File: src/rtl/prog_launch_seq.sv
// Host-side Start/Ack launcher: runs NUM_PROGS programs back-to-back with a per-program timeout.
// Optional per-program cycle log is enabled by defining PROG_CYCLE_LOG_EN.
module prog_launch_seq #(
    parameter int unsigned NUM_PROGS    = 3,
    parameter int unsigned PIDX_W       = 2,
    parameter int unsigned START_CYCLES = 2,
    parameter logic [15:0] TIMEOUT      = 16'hFFFF
) (
    input  logic              Clk,
    input  logic              Reset,
    input  logic              Go,
    input  logic              Ack,
`ifdef PROG_CYCLE_LOG_EN
    input  logic [PIDX_W-1:0] LogIdx,
    output logic [15:0]       LogData,
`endif
    output logic              Start,
    output logic [PIDX_W-1:0] ProgIdx,
    output logic [15:0]       CycleCount,
    output logic              Busy,
    output logic              Done,
    output logic              TimedOut
);

    localparam logic [2:0] IDLE   = 3'd0;
    localparam logic [2:0] ASSERT = 3'd1;
    localparam logic [2:0] RUN    = 3'd2;
    localparam logic [2:0] NEXT   = 3'd3;
    localparam logic [2:0] FINISH = 3'd4;

    localparam int unsigned       SC_W     = (START_CYCLES > 1) ? $clog2(START_CYCLES) : 1;
    localparam logic [SC_W-1:0]   SC_LAST  = SC_W'(START_CYCLES - 1);
    localparam logic [PIDX_W-1:0] LAST_IDX = PIDX_W'(NUM_PROGS - 1);
    localparam logic [15:0]       RUN_LAST = TIMEOUT - 16'd1;

    logic [2:0]        state_q, state_d;
    logic              start_q, start_d;
    logic [PIDX_W-1:0] idx_q, idx_d;
    logic [15:0]       cycle_q, cycle_d;
    logic              done_q, done_d;
    logic              tmo_q, tmo_d;
    logic [15:0]       run_q, run_d;
    logic [SC_W-1:0]   scnt_q, scnt_d;
    logic              armed_q, armed_d;
    logic              go_accept, ack_accept, launch;

    assign go_accept  = ((state_q == IDLE) || (state_q == FINISH)) && Go;
    // An Ack only counts once a low level has been seen for this program.
    assign ack_accept = (state_q == RUN) && armed_q && Ack;

    always_comb begin
        state_d = state_q;
        start_d = start_q;
        idx_d   = idx_q;
        cycle_d = cycle_q;
        done_d  = done_q;
        tmo_d   = tmo_q;
        run_d   = run_q;
        scnt_d  = scnt_q;
        armed_d = armed_q;
        launch  = 1'b0;

        if (((state_q == ASSERT) || (state_q == RUN)) && !Ack) begin
            armed_d = 1'b1;
        end

        case (state_q)
            IDLE, FINISH: begin
                if (go_accept) begin
                    done_d = 1'b0;
                    tmo_d  = 1'b0;
                    idx_d  = '0;
                    launch = 1'b1;
                end
            end
            ASSERT: begin
                if (scnt_q == SC_LAST) begin
                    state_d = RUN;
                    start_d = 1'b0;
                end else begin
                    scnt_d = scnt_q + 1'b1;
                end
            end
            RUN: begin
                if (ack_accept) begin
                    cycle_d = run_q;
                    state_d = NEXT;
                end else if (run_q == RUN_LAST) begin
                    tmo_d   = 1'b1;
                    state_d = FINISH;
                end else begin
                    run_d = run_q + 16'd1;
                end
            end
            NEXT: begin
                if (idx_q == LAST_IDX) begin
                    done_d  = 1'b1;
                    state_d = FINISH;
                end else begin
                    idx_d  = idx_q + 1'b1;
                    launch = 1'b1;
                end
            end
            default: state_d = IDLE;
        endcase

        if (launch) begin
            state_d = ASSERT;
            start_d = 1'b1;
            scnt_d  = '0;
            run_d   = '0;
            armed_d = 1'b0;
        end
    end

    always_ff @(posedge Clk) begin
        if (Reset) begin
            state_q <= IDLE;
            start_q <= 1'b0;
            idx_q   <= '0;
            cycle_q <= '0;
            done_q  <= 1'b0;
            tmo_q   <= 1'b0;
            run_q   <= '0;
            scnt_q  <= '0;
            armed_q <= 1'b0;
        end else begin
            state_q <= state_d;
            start_q <= start_d;
            idx_q   <= idx_d;
            cycle_q <= cycle_d;
            done_q  <= done_d;
            tmo_q   <= tmo_d;
            run_q   <= run_d;
            scnt_q  <= scnt_d;
            armed_q <= armed_d;
        end
    end

    assign Start      = start_q;
    assign ProgIdx    = idx_q;
    assign CycleCount = cycle_q;
    assign Done       = done_q;
    assign TimedOut   = tmo_q;
    assign Busy       = (state_q == ASSERT) || (state_q == RUN) || (state_q == NEXT);

`ifdef PROG_CYCLE_LOG_EN
    localparam logic [PIDX_W:0] NUM_PROGS_EXT = (PIDX_W + 1)'(NUM_PROGS);

    logic [15:0] log_q [NUM_PROGS];

    always_ff @(posedge Clk) begin
        if (Reset || go_accept) begin
            for (int i = 0; i < int'(NUM_PROGS); i++) begin
                log_q[i] <= '0;
            end
        end else if (ack_accept) begin
            log_q[idx_q] <= run_q;
        end
    end

    // Indices past the last program read as zero.
    always_comb begin
        LogData = '0;
        if ({1'b0, LogIdx} < NUM_PROGS_EXT) begin
            LogData = log_q[LogIdx];
        end
    end
`endif

endmodule
File: config.mk
export PLATFORM = sky130hd
export DESIGN_NAME = prog_launch_seq
export DESIGN_NICKNAME = d
export VERILOG_FILES = /design/src/rtl/prog_launch_seq.sv
export SDC_FILE = /design/constraint.sdc
export NUM_CORES = 1
export LEC_CHECK = 0
export CAP_MARGIN = 20
export CORE_ASPECT_RATIO = 1.75
export CORE_MARGIN = 4
export CORE_UTILIZATION = 49
export DETAILED_ROUTE_END_ITERATION = 8
export PLACE_DENSITY = 0.81
export SLEW_MARGIN = 10
export SYNTH_ARGS = -nofsm -noshare
export SYNTH_HDL_FRONTEND = slang
export SYNTH_SLANG_ARGS = --single-unit
File: constraint.sdc
create_clock -name Clk -period 3.59 [get_ports Clk]
set_input_delay 0.718 -clock Clk [delete_from_list [all_inputs] [get_ports Clk]]
set_output_delay 0.718 -clock Clk [all_outputs]
set_load 0.02 [all_outputs]
# [Word level (Yosys, flattened, before mapping)]
# Cells that the tools add are included.
[word_totals] mem_bits_ro=0 memories=0 inputBits=4 output_inout_bits=22 mem_bits_rw=0 latchBits=0 wordCells=78 ff_bits=42
[classes] n_lt_le_gt_ge=0 n_div=0 mux=22 n_mul=0 bitwise_logic=3 reduce_logical=23 addsub=3 shifts=0 eq_ne=17
[op_table] cell="$add 16x1->16 const B" n=1
[op_table] cell="$eq 16x16->1 const B" n=1
[op_table] cell="$mux 3" n=4
[op_table] cell="$ne 2x2->1 const B" n=6
[op_table] cell="$pmux 3 s4" n=1
[op_table] cell="$reduce_and 4->1" n=3
[op_table] cell="$mux 1" n=11
[op_table] cell="$reduce_and 3->1" n=3
[op_table] cell="$reduce_bool 2->1" n=4
[op_table] cell="$eq 3x2->1 const B" n=2
[op_table] cell="$ne 3x3->1 const B" n=2
[op_table] cell="$pmux 1 s2" n=3
[op_table] cell="$logic_and 1x1->1" n=4
[op_table] cell="$mux 2" n=2
[op_table] cell="$ne 4x3->1 const B" n=1
[op_table] cell="$pmux 2 s2" n=1
[op_table] cell="$reduce_and 2->1" n=2
[op_table] cell="$reduce_or 2->1" n=2
[op_table] cell="$eq 3x1->1 const B" n=1
[op_table] cell="$eq 3x3->1 const B" n=1
[op_table] cell="$logic_not 3->1" n=1
[op_table] cell="$logic_or 1x1->1" n=3
[op_table] cell="$ne 3x2->1 const B" n=1
[op_table] cell="$not 1->1" n=3
[op_table] cell="5 further kinds" n=5

# [Logic depth before layout (Yosys ltp)]
# Gate-level depths: netlist (run 1).
[logic_depth] ltp_word=7 mapped_depth=7

# [Worst setup path after synthesis (run 1)]
# No wires, ideal clock.
[synth_timing] kind="register -> register" startpoint="register run_q[0]" endpoint="register state_q[1]" path_buffers=0 slack_ps=1708 path_stages_with_launch=7 arrival_time_ps=1763 synth_period_minus_slack_ps=1882 required_time_ps=3471 path_cell_list="dfxtp_1 inv_1 ha_1 nand3_2 or4_4 a211o_1 o221a_1"
[synth_between] elab_chain_cells=3
[synth_lines] element="start, declared" line_no="42" source="logic [15:0] run_q, run_d;"
[synth_lines] element="start signal, assigned" line_no="134" source="run_q <= run_d;"
[synth_lines] element="$eq 16x16->1" line_no="88" source="end else if (run_q == RUN_LAST) begin"
[synth_lines] element="$ne 3x2->1 (no source line)"
[synth_lines] element="$reduce_and 4->1 (no source line)"
[synth_lines] element="end signal, assigned" line_no="128" source="state_q <= state_d;"
[synth_lines] element="end, declared" line_no="36" source="logic [2:0] state_q, state_d;"
# Every way passes these cells.
# A chain may end at the register's enable or synchronous reset.

# [Worst setup path after layout (run 1)]
[layout_timing] startpoint="register state_q[0]" endpoint="output port Busy"
[layout_between] elab_chain_cells=3
[layout_lines] element="$eq 3x1->1 / $eq 3x2->1 (equally long branches)" line_no="145" source="assign Busy = (state_q == ASSERT) || (state_q == RUN) || (state_q == NEXT);"
[layout_lines] element="$logic_or 1x1->1" line_no="145"
[layout_lines] element="$logic_or 1x1->1 (*)" line_no="145"
[layout_lines] element="end, declared" line_no="20" source="output logic Busy,"
# Every way passes the cells marked *; elsewhere a longest branch is shown, timed or not.

==> metrics.md, run 1 <==
| Metric | Value |
|---|---|
| Outcome | `finished clean` |
| Total of flip-flops plus latches after synthesis | `42` |
| Hold Fails Final Rpt | `0` |
| IO Port Bufs | `25` |
| VDD IR max | `approximately 0.00038 V` |
| Fillers | `roughly 350` |
| DRT Wirelength | `roughly 4.2 mm` |
| Placed cell area | `around 0.0022 mm^2` |
| I/O Pins | `26` |
| First-pass GRT wire length | `around 7.3 mm` |
| Total number of vias | `approximately 1,800` |
| Final Critical Period | `roughly 2.4 ns` |
| Hold path start | `CycleCount[1]` |
| Hold Path Sink | `CycleCount[1]` |
| Crit Reg-Reg Startpoint | `run_q[3]` |
| Starting Density | `between 50% and 60%` |
| Reg2reg setup slack | `around 1.4 ns` |
| Initial DRC count | `between 70 and 80` |
| Max Cap Viol | `0` |
| Initial antenna violation count | `0` |
| RSZ-0062 raised after global routing | `false` |
| Power share of the combinational group | `under 10%` |
| Final instance area | `between 0.002 and 0.0025 mm^2` |
| RD Place Congestion | `0.830` |
| Worst EP required | `2.87 ns` |
| Drt drc | `0` |
| Max_slew headroom | `49.2%` |
| Synth Area per Inst | `roughly 8.3 um^2` |
| Drt first pass iters | `4` |
| Setup ws final | `between 1 and 1.5 ns` |
| Post-CTS Hold Fix Bufs | `0` |
| Post-DRT Antenna Nets | `0` |
| CTS tree | `built` |
| Achievable Freq | `415 MHz` |
| Layout Area Growth over Synthesis | `19.3%` |
| Die X | `around 56 um` |
| Die ar. | `around 0.0051 mm^2` |
| Sw Pwr | `0.199 mW` |
| Drt wl/cell | `between 10 and 15 um` |
| # rows | `30` |
| Clock Skew | `0.00586 ns` |
| R2R depth | `4` |
| Diodes inserted | `0` |
| RR Endpoint | `run_q[10]` |
| Fraction of layout cells with a size suffix above 1 | `around 7.4%` |
| Hold depth | `2` |
| Critical Path Start Type | `flip-flop` |
| P per Cell Area | `around 380 mW/mm^2` |
| Clk sink count | `42` |
| P_int | `a little under 0.7 mW` |
| Layout net count | `between 200 and 300` |
| Syn nets | `~240` |
| Clk slew on worst S/H paths | `0.08 ns` |
| Vias in the first global route | `between 1,500 and 2,000` |
| Pin slew with the least headroom to its limit | `around 0.76 ns` |
| Unique masters post-synth | `44` |
| Total grt overflow | `0` |
| Power share of the clock group | `about two fifths` |
| Setup-failing EPs final | `0` |
| H-tree depth | `2` |
| Hold slack | `0.455 ns` |
| Num CTS Buffers | `5` |
| Postcts setup bufs | `0` |
| HPWL after DPL | `between 2 and 3 mm` |
| GRT Total Usage | `between 15 and 20%` |
| CTS Root Cell | `clkbuf_8` |
| Avg Vias per Cell | `5.85` |
| CORE AREA | `0.00387 mm^2` |
| Crit end category | `output pin` |
| Switching share of power | `between 20% and 30%` |
| Sequential fraction of design power | `53.1%` |
| Pwr Total | `about 0.89 mW` |
| PostCTS Resize Cnt | `0` |
| Pins over their slew limit | `0` |
| Worst Path Arrival | `about 1.7 ns` |
| Crit Path Category | `flip-flop to output pin` |
| EDFF count, synth | `0` |
| CTS Buffer Depth | `2` |
| Setup tns final | `0 ns` |
| Vert. Die Dim | `just over 90 um` |
| Async set-or-reset flop fraction in the synthesized netlist | `0%` |
| Top_reg_cell synth | `dfxtp_1` |
| Worst skew pair latency | `around 0.30 ns` |
| HP Class | `flip-flop to flip-flop` |
| Yosys warns | `0` |
| Leak | `0.730 nW` |
| Period Utilization, post-route | `around two thirds` |
| Largest net degree at the start of global routing | `24` |
| Mapped cell area | `slightly below 0.002 mm^2` |
| Post-Synthesis Cells | `approximately 240` |
| Pre-CTS setup slack | `between 1 and 1.5 ns` |
| Sequential area share after synthesis | `a little over two fifths` |
| CP Max Fanout | `9` |
==> layer usage <==
metal / GRT usage, % / vias to the layer above / part of all wire, %
met2: 32.2 / 49 / 53
met3: 4.51 / 13 / 3.8
met1: 18.5 / 836 / 40
met4: 11.3 / 0 / 3.7
li1: - / 893 / -
met5: 0 / - / 0
==> synthesized netlist by cell type (2+ instances only) <==
cell	number	share of area, %
or3_1	2	0.64
nand4_1	7	2.2
mux2i_1	6	3.1
nand2b_1	8	2.6
inv_1	3	0.57
nand2_1	47	9.0
nor4_1	4	1.3
dfxtp_1	42	43
ha_1	3	1.9
o21a_1	3	1.1
and2_1	2	0.64
nand3_1	6	1.5
nor2_1	9	1.7
o21ai_0	5	1.3
nand3_2	2	1.0
nor3b_1	2	0.77
or4_1	7	2.7
buf_2	6	1.5
nor3_1	5	1.3
clkbuf_1	6	1.1
o31ai_1	7	2.7
a21oi_1	32	8.2
==> per-stage QoR <==
stage | std cells | utilization (%)
finish | 306 | 60.6
detailed placement | 298 | 57.7
floorplan | 236 | -
global route | 306 | 60.6
CTS | 306 | 60.6
global placement | 298 | 57.7
==> worst max-delay path, cell delays in order (launching register included) <==
cell	delay, ns
dfxtp_1	0.54
nor2_1	0.12
nor2_1	0.11
clkdlybuf4s50_1	0.61
==> registers in the layout, summed over array words and instances (netlist names) <==
signal	count
CycleCount	16
run_q	16
state_q	3
ProgIdx	2
Done	1
Start	1
TimedOut	1
armed_q	1
scnt_q	1
==> worst max-delay path by stage <==
stage	endpoint	from
detailed placement	run_q[3]	Ack
finish	Busy	state_q[0]
CTS	Busy	state_q[0]
floorplan	state_q[1]	run_q[0]
global route	Busy	state_q[0]
global placement	run_q[9]	Ack
==> cell usage in the layout (no fill, tap or decap), drive strengths merged, types with 2 or more instances in the layout <==
| cell | synthesis | routed |
|---|---|---|
| a21oi | 32 | 32 |
| and2 | 3 | 3 |
| and4 | 2 | 2 |
| buf | 8 | 3 |
| clkbuf | 6 | 6 |
| clkdlybuf4s50 | 0 | 25 |
| dfxtp | 42 | 42 |
| ha | 3 | 3 |
| inv | 3 | 3 |
| mux2i | 6 | 6 |
| nand2 | 47 | 47 |
| nand2b | 8 | 8 |
| nand3 | 8 | 8 |
| nand4 | 8 | 8 |
| nor2 | 9 | 9 |
| nor3 | 5 | 5 |
| nor3b | 3 | 3 |
| nor4 | 4 | 4 |
| o21a | 3 | 3 |
| o21ai | 5 | 5 |
| o31ai | 7 | 7 |
| or3 | 2 | 2 |
| or4 | 9 | 9 |
==> logic make-up after synthesis <==
group	Yosys count	share of synthesized area (%)
adders and majority gates	3	1.91
DFF	42	42.9
muxes	6	3.06
and+or+nand+nor	113	31.6
AOI/OAI and AO/OA	54	16.3
xor gates and xnor gates	1	0.447
buffers and inverters	17	3.83
==> cell type report <==
type                       count  area (um^2)  area share [%]
sequential                    42          841            35.9
inverter                       3         11.3           0.481
timing repair buffer          28          273            11.7
multi-input combinational    177         1050            44.7
tap                           48         60.1            2.57
clock buffer                   6         72.6            3.10
clock inverter                 2         37.5            1.60
==> power groups by stage <==
stage / registers (mW) / clock network [mW] / logic (mW)
6_report: 0.475 / 0.375 / 0.0449
5_1_grt: 0.476 / 0.402 / 0.0500
4_1_cts: 0.475 / 0.381 / 0.0455
3_5_place_dp: 0.486 / 0 / 0.0453
3_3_place_gp: 0.486 / 0 / 0.0444
2_1_floorplan: 0.484 / 0 / 0.0325
(Power assumes the default switching activity.)
==> run 2: changes to the inputs <==
==> constraint.sdc (replaced) <==
create_clock -name Clk -period 2.5 [get_ports Clk]
set_input_delay 0.5 -clock Clk [delete_from_list [all_inputs] [get_ports Clk]]
set_output_delay 0.5 -clock Clk [all_outputs]
set_load 0.02 [all_outputs]
==> run 2 against run 1 <==
  * Power grew 40%
  * Sequential share of layout area shrank 0.23 points
  * Core utilization grew 0.39 points
  * Sequential cell count is the same
  * Critical path depth is the same
  * Worst hold slack lost 0.00055 ns
  * Clock-buffer cell count grew 2
  * Register-to-register slack lost 0.96 ns
==> metrics.md, run 2 (synthesized netlist as in run 1, its figures left out) <==
| Metric | Value |
|---|---|
| Final Critical Period | `2.16 ns` |
| Max Cap Viol | `0 (unchanged)` |
| Placed Cells | `300 (was 298)` |
| Total number of vias | `1,775 (was 1,791)` |
| PostCTS Resize Cnt | `0 (unchanged)` |
| RD Place Congestion | `0.844 (was 0.830)` |
| Worst skew pair latency | `0.30 ns (about the same)` |
| Crit Reg-Reg Startpoint | `run_q[1] (was run_q[3])` |
| Initial DRC count | `54 (was 73)` |
| Postcts setup bufs | `0 (unchanged)` |
| Worst Path Arrival | `1.66 ns (was 1.69 ns)` |
| Global Route met3 Usage | `4.37% (was 4.51%)` |
| Reg2reg setup slack | `0.45 ns (was 1.41 ns)` |
| Leak | `0.744 nW (was 0.730 nW)` |
| Setup-failing EPs final | `0 (unchanged)` |
| Setup tns final | `0 ns (unchanged)` |
| GRT Total Usage | `18.2% (was 18.1%)` |
| Post-route insts no fill | `308 (was 306)` |
| P per Cell Area | `533 mW/mm^2 (was 382 mW/mm^2)` |
| Crit path top cell by count | `nor2_1 (unchanged)` |
| H-tree depth | `2 (unchanged)` |
| Clk sink count | `42 (unchanged)` |
| CP peak stage delay | `0.60 ns (was 0.61 ns)` |
| Avg Vias per Cell | `5.76 (was 5.85)` |
| Pre-CTS setup slack | `0.305 ns (was 1.16 ns)` |
| Hold depth | `2 (unchanged)` |
| Placed cell area | `0.00225 mm^2 (was 0.00223 mm^2)` |
| Clock Skew | `0.00216 ns (was 0.00586 ns)` |
| Hold Path Sink | `CycleCount[1] (unchanged)` |
| # rows | `30 (unchanged)` |
| Total grt overflow | `0 (unchanged)` |
| Grt met2 use | `33.0% (was 32.2%)` |
| Max_slew headroom | `57.7% (was 49.2%)` |
| Crit Path Category | `flip-flop to output pin (unchanged)` |
| GR met1 Demand/Resource | `19.6% (was 18.5%)` |
| Bufs and invs on worst path | `1 (unchanged)` |
| RSZ-0062 raised after global routing | `false (unchanged)` |
| Most frequent cells in the layout | `nand2_1 (47), dfxtp_1 (42), a21oi_1 (32) (unchanged)` |
| Layout Area Growth over Synthesis | `20.1% (was 19.3%)` |
| Num CTS Buffers | `5 (unchanged)` |
| I/O Pins | `26 (unchanged)` |
| DRT Wirelength | `4.40 mm (was 4.22 mm)` |
| CP Max Fanout | `9 (unchanged)` |
| GRT Max-Usage Layer | `met2 (unchanged)` |
| R2R depth | `5 (was 4)` |
| CTS tree | `built (unchanged)` |
| Final instance area | `0.00236 mm^2 (was 0.00234 mm^2)` |
| VDD IR max | `0.000380 V (was 0.000376 V)` |
| CP Cell Sequence | `nor2_1 > nor2_1 > clkdlybuf4s50_1 (unchanged)` |
| Initial antenna violation count | `0 (unchanged)` |
| Hold Fails Final Rpt | `0 (unchanged)` |
| CTS Root Cell | `clkbuf_8 (unchanged)` |
| Slowest cell on the critical path | `clkdlybuf4s50_1 (unchanged)` |
| RR Endpoint | `state_q[1] (was run_q[10])` |
| Worst EP required | `2.00 ns (was 2.87 ns)` |
| Die X | `55.8 um (unchanged)` |
| Drt first pass iters | `5 (was 4)` |
| Setup ws final | `0.339 ns (was 1.18 ns)` |
| Fillers | `347 (was 352)` |
| Pin slew with the least headroom to its limit | `0.629 ns (was 0.760 ns)` |
| Die ar. | `0.00512 mm^2 (unchanged)` |
| Vert. Die Dim | `91.7 um (unchanged)` |
| First-pass GRT wire length | `7.41 mm (was 7.27 mm)` |
| Post-CTS Hold Fix Bufs | `0 (unchanged)` |
| Outcome | `finished clean (unchanged)` |
| HPWL after DPL | `3.10 mm (was 2.95 mm)` |
| Fraction of layout cells with a size suffix above 1 | `8.46% (was 7.36%)` |
| Period Utilization, post-route | `a little under 90%` |
| CTS Buffer Depth | `2 (unchanged)` |
| Achievable Freq | `around 460 MHz` |
| Drt drc | `0 (unchanged)` |
| Layout net count | `266 (was 264)` |
| Drt wl/cell | `14.3 um (was 13.8 um)` |
| Most common cell after layout, fill and taps aside | `nand2_1 (unchanged)` |
| Hold path start | `CycleCount[1] (unchanged)` |
| Crit end category | `output pin (unchanged)` |
| Diodes inserted | `0 (unchanged)` |
| Largest net degree at the start of global routing | `23 (was 24)` |
| Hold slack | `0.455 ns (about the same)` |
| Pwr Total | `1.26 mW (was 0.895 mW)` |
| Pins over their slew limit | `0 (unchanged)` |
| Kind of cell adding the most delay to the critical path | `buffers and inverters (unchanged)` |
| HP Class | `flip-flop to flip-flop (unchanged)` |
| Core Util, Final | `60.9% (was 60.6%)` |
| Critical Path Start Type | `flip-flop (unchanged)` |
| IO Port Bufs | `25 (unchanged)` |
| Vias in the first global route | `1,603 (was 1,670)` |
| Post-DRT Antenna Nets | `0 (unchanged)` |
| Clk slew on worst S/H paths | `0.08 ns (about the same)` |
| Starting Density | `50.7% (unchanged)` |
| CORE AREA | `0.00387 mm^2 (unchanged)` |
[run 2: worst max-delay path by stage]
stage / from / cells past startpoint / to / slack (ns)
after floorplan: run_q[0] / 6 / state_q[1] / 0.62
after global placement: Ack / 5 / run_q[9] / 0.33
after CTS: state_q[1] / 3 / Busy / 0.33
final: state_q[0] / 3 / Busy / 0.34
after global routing: state_q[0] / 3 / Busy / 0.19
after detailed placement: Ack / 5 / run_q[7] / 0.30
[run 2: cell type report]
class                           instances  area [um^2]  share of cell area (%)
Sequential cell                        42          841                    35.7
Clock buffer                            8          110                    4.67
Inverter                                3         11.3                   0.478
Tap cell                               48         60.1                    2.55
Multi-Input combinational cell        177         1050                    44.4
Timing Repair Buffer                   30          288                    12.2
[run 2: where the power goes]
part | total (mW) | internal, mW | switching (mW)
clock | 0.509 | 0.279 | 0.230
combinational | 0.0654 | 0.0276 | 0.0378
sequential | 0.682 | 0.674 | 0.00834
total | 1.26 | 0.980 | 0.276
[run 2: worst reg2reg max path: cells and delay by family, from the launching register on]
family                   cells  cell delay (ns)
adder cells (fa/ha/maj)      1             0.21
flip-flops                   1             0.42
AND/OR/NAND/NOR              2             0.75
AO/OA/AOI/OAI                2             0.56
[run 2: layer usage]
metal / vias up / routed length [um] / share of wire (%)
met5: - / 0 / 0
met4: 0 / 106 / 2.4
met3: 9 / 155 / 3.5
met2: 49 / 2400 / 55
met1: 826 / 1730 / 39
li1: 891 / - / -
==> run 3: changes to the inputs <==
--- a/config.mk
+++ b/config.mk
@@ -7,7 +7,6 @@
 export LEC_CHECK = 0
 export CAP_MARGIN = 20
 export CORE_ASPECT_RATIO = 1.75
-export CORE_MARGIN = 4
 export CORE_UTILIZATION = 49
 export DETAILED_ROUTE_END_ITERATION = 8
 export PLACE_DENSITY = 0.81
==> constraint.sdc (replaced) <==
create_clock -name Clk -period 2.51 [get_ports Clk]
set_input_delay 0.502 -clock Clk [delete_from_list [all_inputs] [get_ports Clk]]
set_output_delay 0.502 -clock Clk [all_outputs]
set_load 0.02 [all_outputs]
==> run 3 against run 2 <==
  * Global-route usage increased by 3.8 points
  * Core utilization rose by 0.065 points
  * Clock power increased by 5.3%
  * Cell count is 0.32% lower
  * Non-clock buffer count unchanged
  * Die area down 17%
  * The run now ends with DRC left
  * Combinational power about the same
  * Final area grew 0.11%
  * Sequential share of layout area is essentially flat
  * First-iteration DRC count is 5.6% higher
  * Clock skew grew 0.0036 ns
==> metrics.md, run 3 (synthesized netlist as in run 1, its figures left out) <==
| Metric | Value |
|---|---|
| IO Port Bufs | `25 (unchanged)` |
| Die ar. | `0.00427 mm^2 (was 0.00512 mm^2)` |
| RSZ-0062 raised after global routing | `false (unchanged)` |
| Crit Reg-Reg Startpoint | `run_q[0] (was run_q[1])` |
| Num CTS Buffers | `5 (unchanged)` |
| PostCTS Resize Cnt | `0 (unchanged)` |
| Pins over their slew limit | `0 (unchanged)` |
| Total number of vias | `1,752 (was 1,775)` |
| Drt drc | `2 (was 0)` |
| Post-CTS Hold Fix Bufs | `0 (unchanged)` |
| Final Critical Period | `around 2.2 ns` |
| Vias in the first global route | `1,576 (was 1,603)` |
| Hold path start | `CycleCount[3] (was CycleCount[1])` |
| Total grt overflow | `0 (unchanged)` |
| VDD IR max | `0.000495 V (was 0.000380 V)` |
| Critical Path Start Type | `flip-flop (unchanged)` |
| Max Cap Viol | `0 (unchanged)` |
| HPWL after DPL | `2.96 mm (was 3.10 mm)` |
| Diodes inserted | `0 (unchanged)` |
| Outcome | `complete, but fails checks (was finished clean)` |
| Setup tns final | `0 ns (unchanged)` |
| Layout Area Growth over Synthesis | `20.2% (was 20.1%)` |
| I/O Pins | `26 (unchanged)` |
| Postcts setup bufs | `0 (unchanged)` |
| Crit Path Category | `flip-flop to output pin (unchanged)` |
| Hold Fails Final Rpt | `0 (unchanged)` |
| Post-route insts no fill | `307 (was 308)` |
| Drt first pass iters | `6 (was 5)` |
| Worst EP required | `2.01 ns (was 2.00 ns)` |
| P per Cell Area | `543 mW/mm^2 (was 533 mW/mm^2)` |
| H-tree depth | `2 (unchanged)` |
| CORE AREA | `0.00387 mm^2 (unchanged)` |
| RD Place Congestion | `0.847 (was 0.844)` |
| Achievable Freq | `between 400 and 500 MHz` |
| Fraction of layout cells with a size suffix above 1 | `8.11% (was 8.46%)` |
| Most common cell after layout, fill and taps aside | `nand2_1 (unchanged)` |
| Die X | `49.8 um (was 55.8 um)` |
| Most frequent cells in the layout | `nand2_1 (47), dfxtp_1 (42), a21oi_1 (32) (unchanged)` |
| Critical path startpoint | `state_q[1] (was state_q[0])` |
| First-pass GRT wire length | `7.20 mm (was 7.41 mm)` |
| Layout net count | `266 (unchanged)` |
| Leak | `0.744 nW (about the same)` |
| Violated checks | `DRC` |
| Pin slew with the least headroom to its limit | `0.667 ns (was 0.629 ns)` |
| Largest net degree at the start of global routing | `23 (unchanged)` |
| Crit end category | `output pin (unchanged)` |
| Vert. Die Dim | `85.7 um (was 91.7 um)` |
| CP Max Fanout | `12 (was 9)` |
| Clk sink count | `42 (unchanged)` |
| Placed Cells | `300 (unchanged)` |
| Max_slew headroom | `55.2% (was 57.7%)` |
| Drt wl/cell | `13.6 um (was 14.3 um)` |
| GRT Total Usage | `22.0% (was 18.2%)` |
| CTS Buffer Depth | `2 (unchanged)` |
| Initial DRC count | `57 (was 54)` |
| Avg Vias per Cell | `5.71 (was 5.76)` |
| HP Class | `flip-flop to flip-flop (unchanged)` |
| Clock Skew | `0.00580 ns (was 0.00216 ns)` |
| DRT Wirelength | `4.19 mm (was 4.40 mm)` |
| CTS tree | `built (unchanged)` |
| Period Utilization, post-route | `between 80% and 90%` |
| Post-DRT Antenna Nets | `0 (unchanged)` |
| Worst Path Arrival | `1.67 ns (was 1.66 ns)` |
| Initial antenna violation count | `0 (unchanged)` |
| Starting Density | `50.7% (unchanged)` |
| CTS Root Cell | `clkbuf_8 (unchanged)` |
| # rows | `30 (unchanged)` |
| Clk slew on worst S/H paths | `0.08 ns (about the same)` |
| Setup-failing EPs final | `0 (unchanged)` |
| Worst skew pair latency | `0.29 ns (was 0.30 ns)` |
==> run 3: changes by cell type in the layout (fill, tap and decap cells not counted), sizes merged <==
cell / change
clkbuf: -2
bufinv: +1
==> run 3: worst max-delay path: stages (launching register included) <==
cell	delay, ns
dfxtp_1	0.56
nor2_1	0.11
nor2_1	0.10
clkdlybuf4s50_1	0.61
==> run 3: through the flow <==
stage          area (um^2)  setup WS (ns)  hold WS, ns  util [%]  power, mW
2_1_floorplan         1960          0.628        0.462         -      0.738
3_3_place_gp          2250          0.335        0.440      58.1      0.759
3_5_place_dp          2250          0.314        0.446      58.1      0.761
4_1_cts               2360          0.326        0.456      61.0       1.29
5_1_grt               2360          0.220        0.473      61.0       1.32
6_report              2360          0.336        0.453      61.0       1.28
==> run 3: layout make-up <==
class	instances	area [um^2]
clock buffers	6	82.6
inverters	3	11.3
repair buffers	30	288
well taps	48	60.1
fillers	346	1510
flip-flops and latches	42	841
multi-input cells	177	1050
clock inverters	1	30.0
==> run 3: worst paths after layout <==
check | to | slack, ns | cells after the start
worst min-delay path | CycleCount[3] | 0.45 | 2
worst min register to register | CycleCount[3] | 0.45 | 2
worst max register to register | state_q[1] | 0.44 | 6
worst max-delay path | Busy | 0.34 | 3
==> run 3: per-layer routing <==
metal	global-route usage, %	up-vias	routed length (um)
met5	0	-	0
met4	11.4	0	162
met3	5.14	16	156
met2	38.5	44	2200
met1	24.1	802	1670
li1	-	890	-
==> run 3: power breakdown <==
part           switching, mW  internal [mW]
sequential           0.00830          0.671
clock                  0.218          0.318
combinational         0.0376         0.0275
total                  0.264           1.02
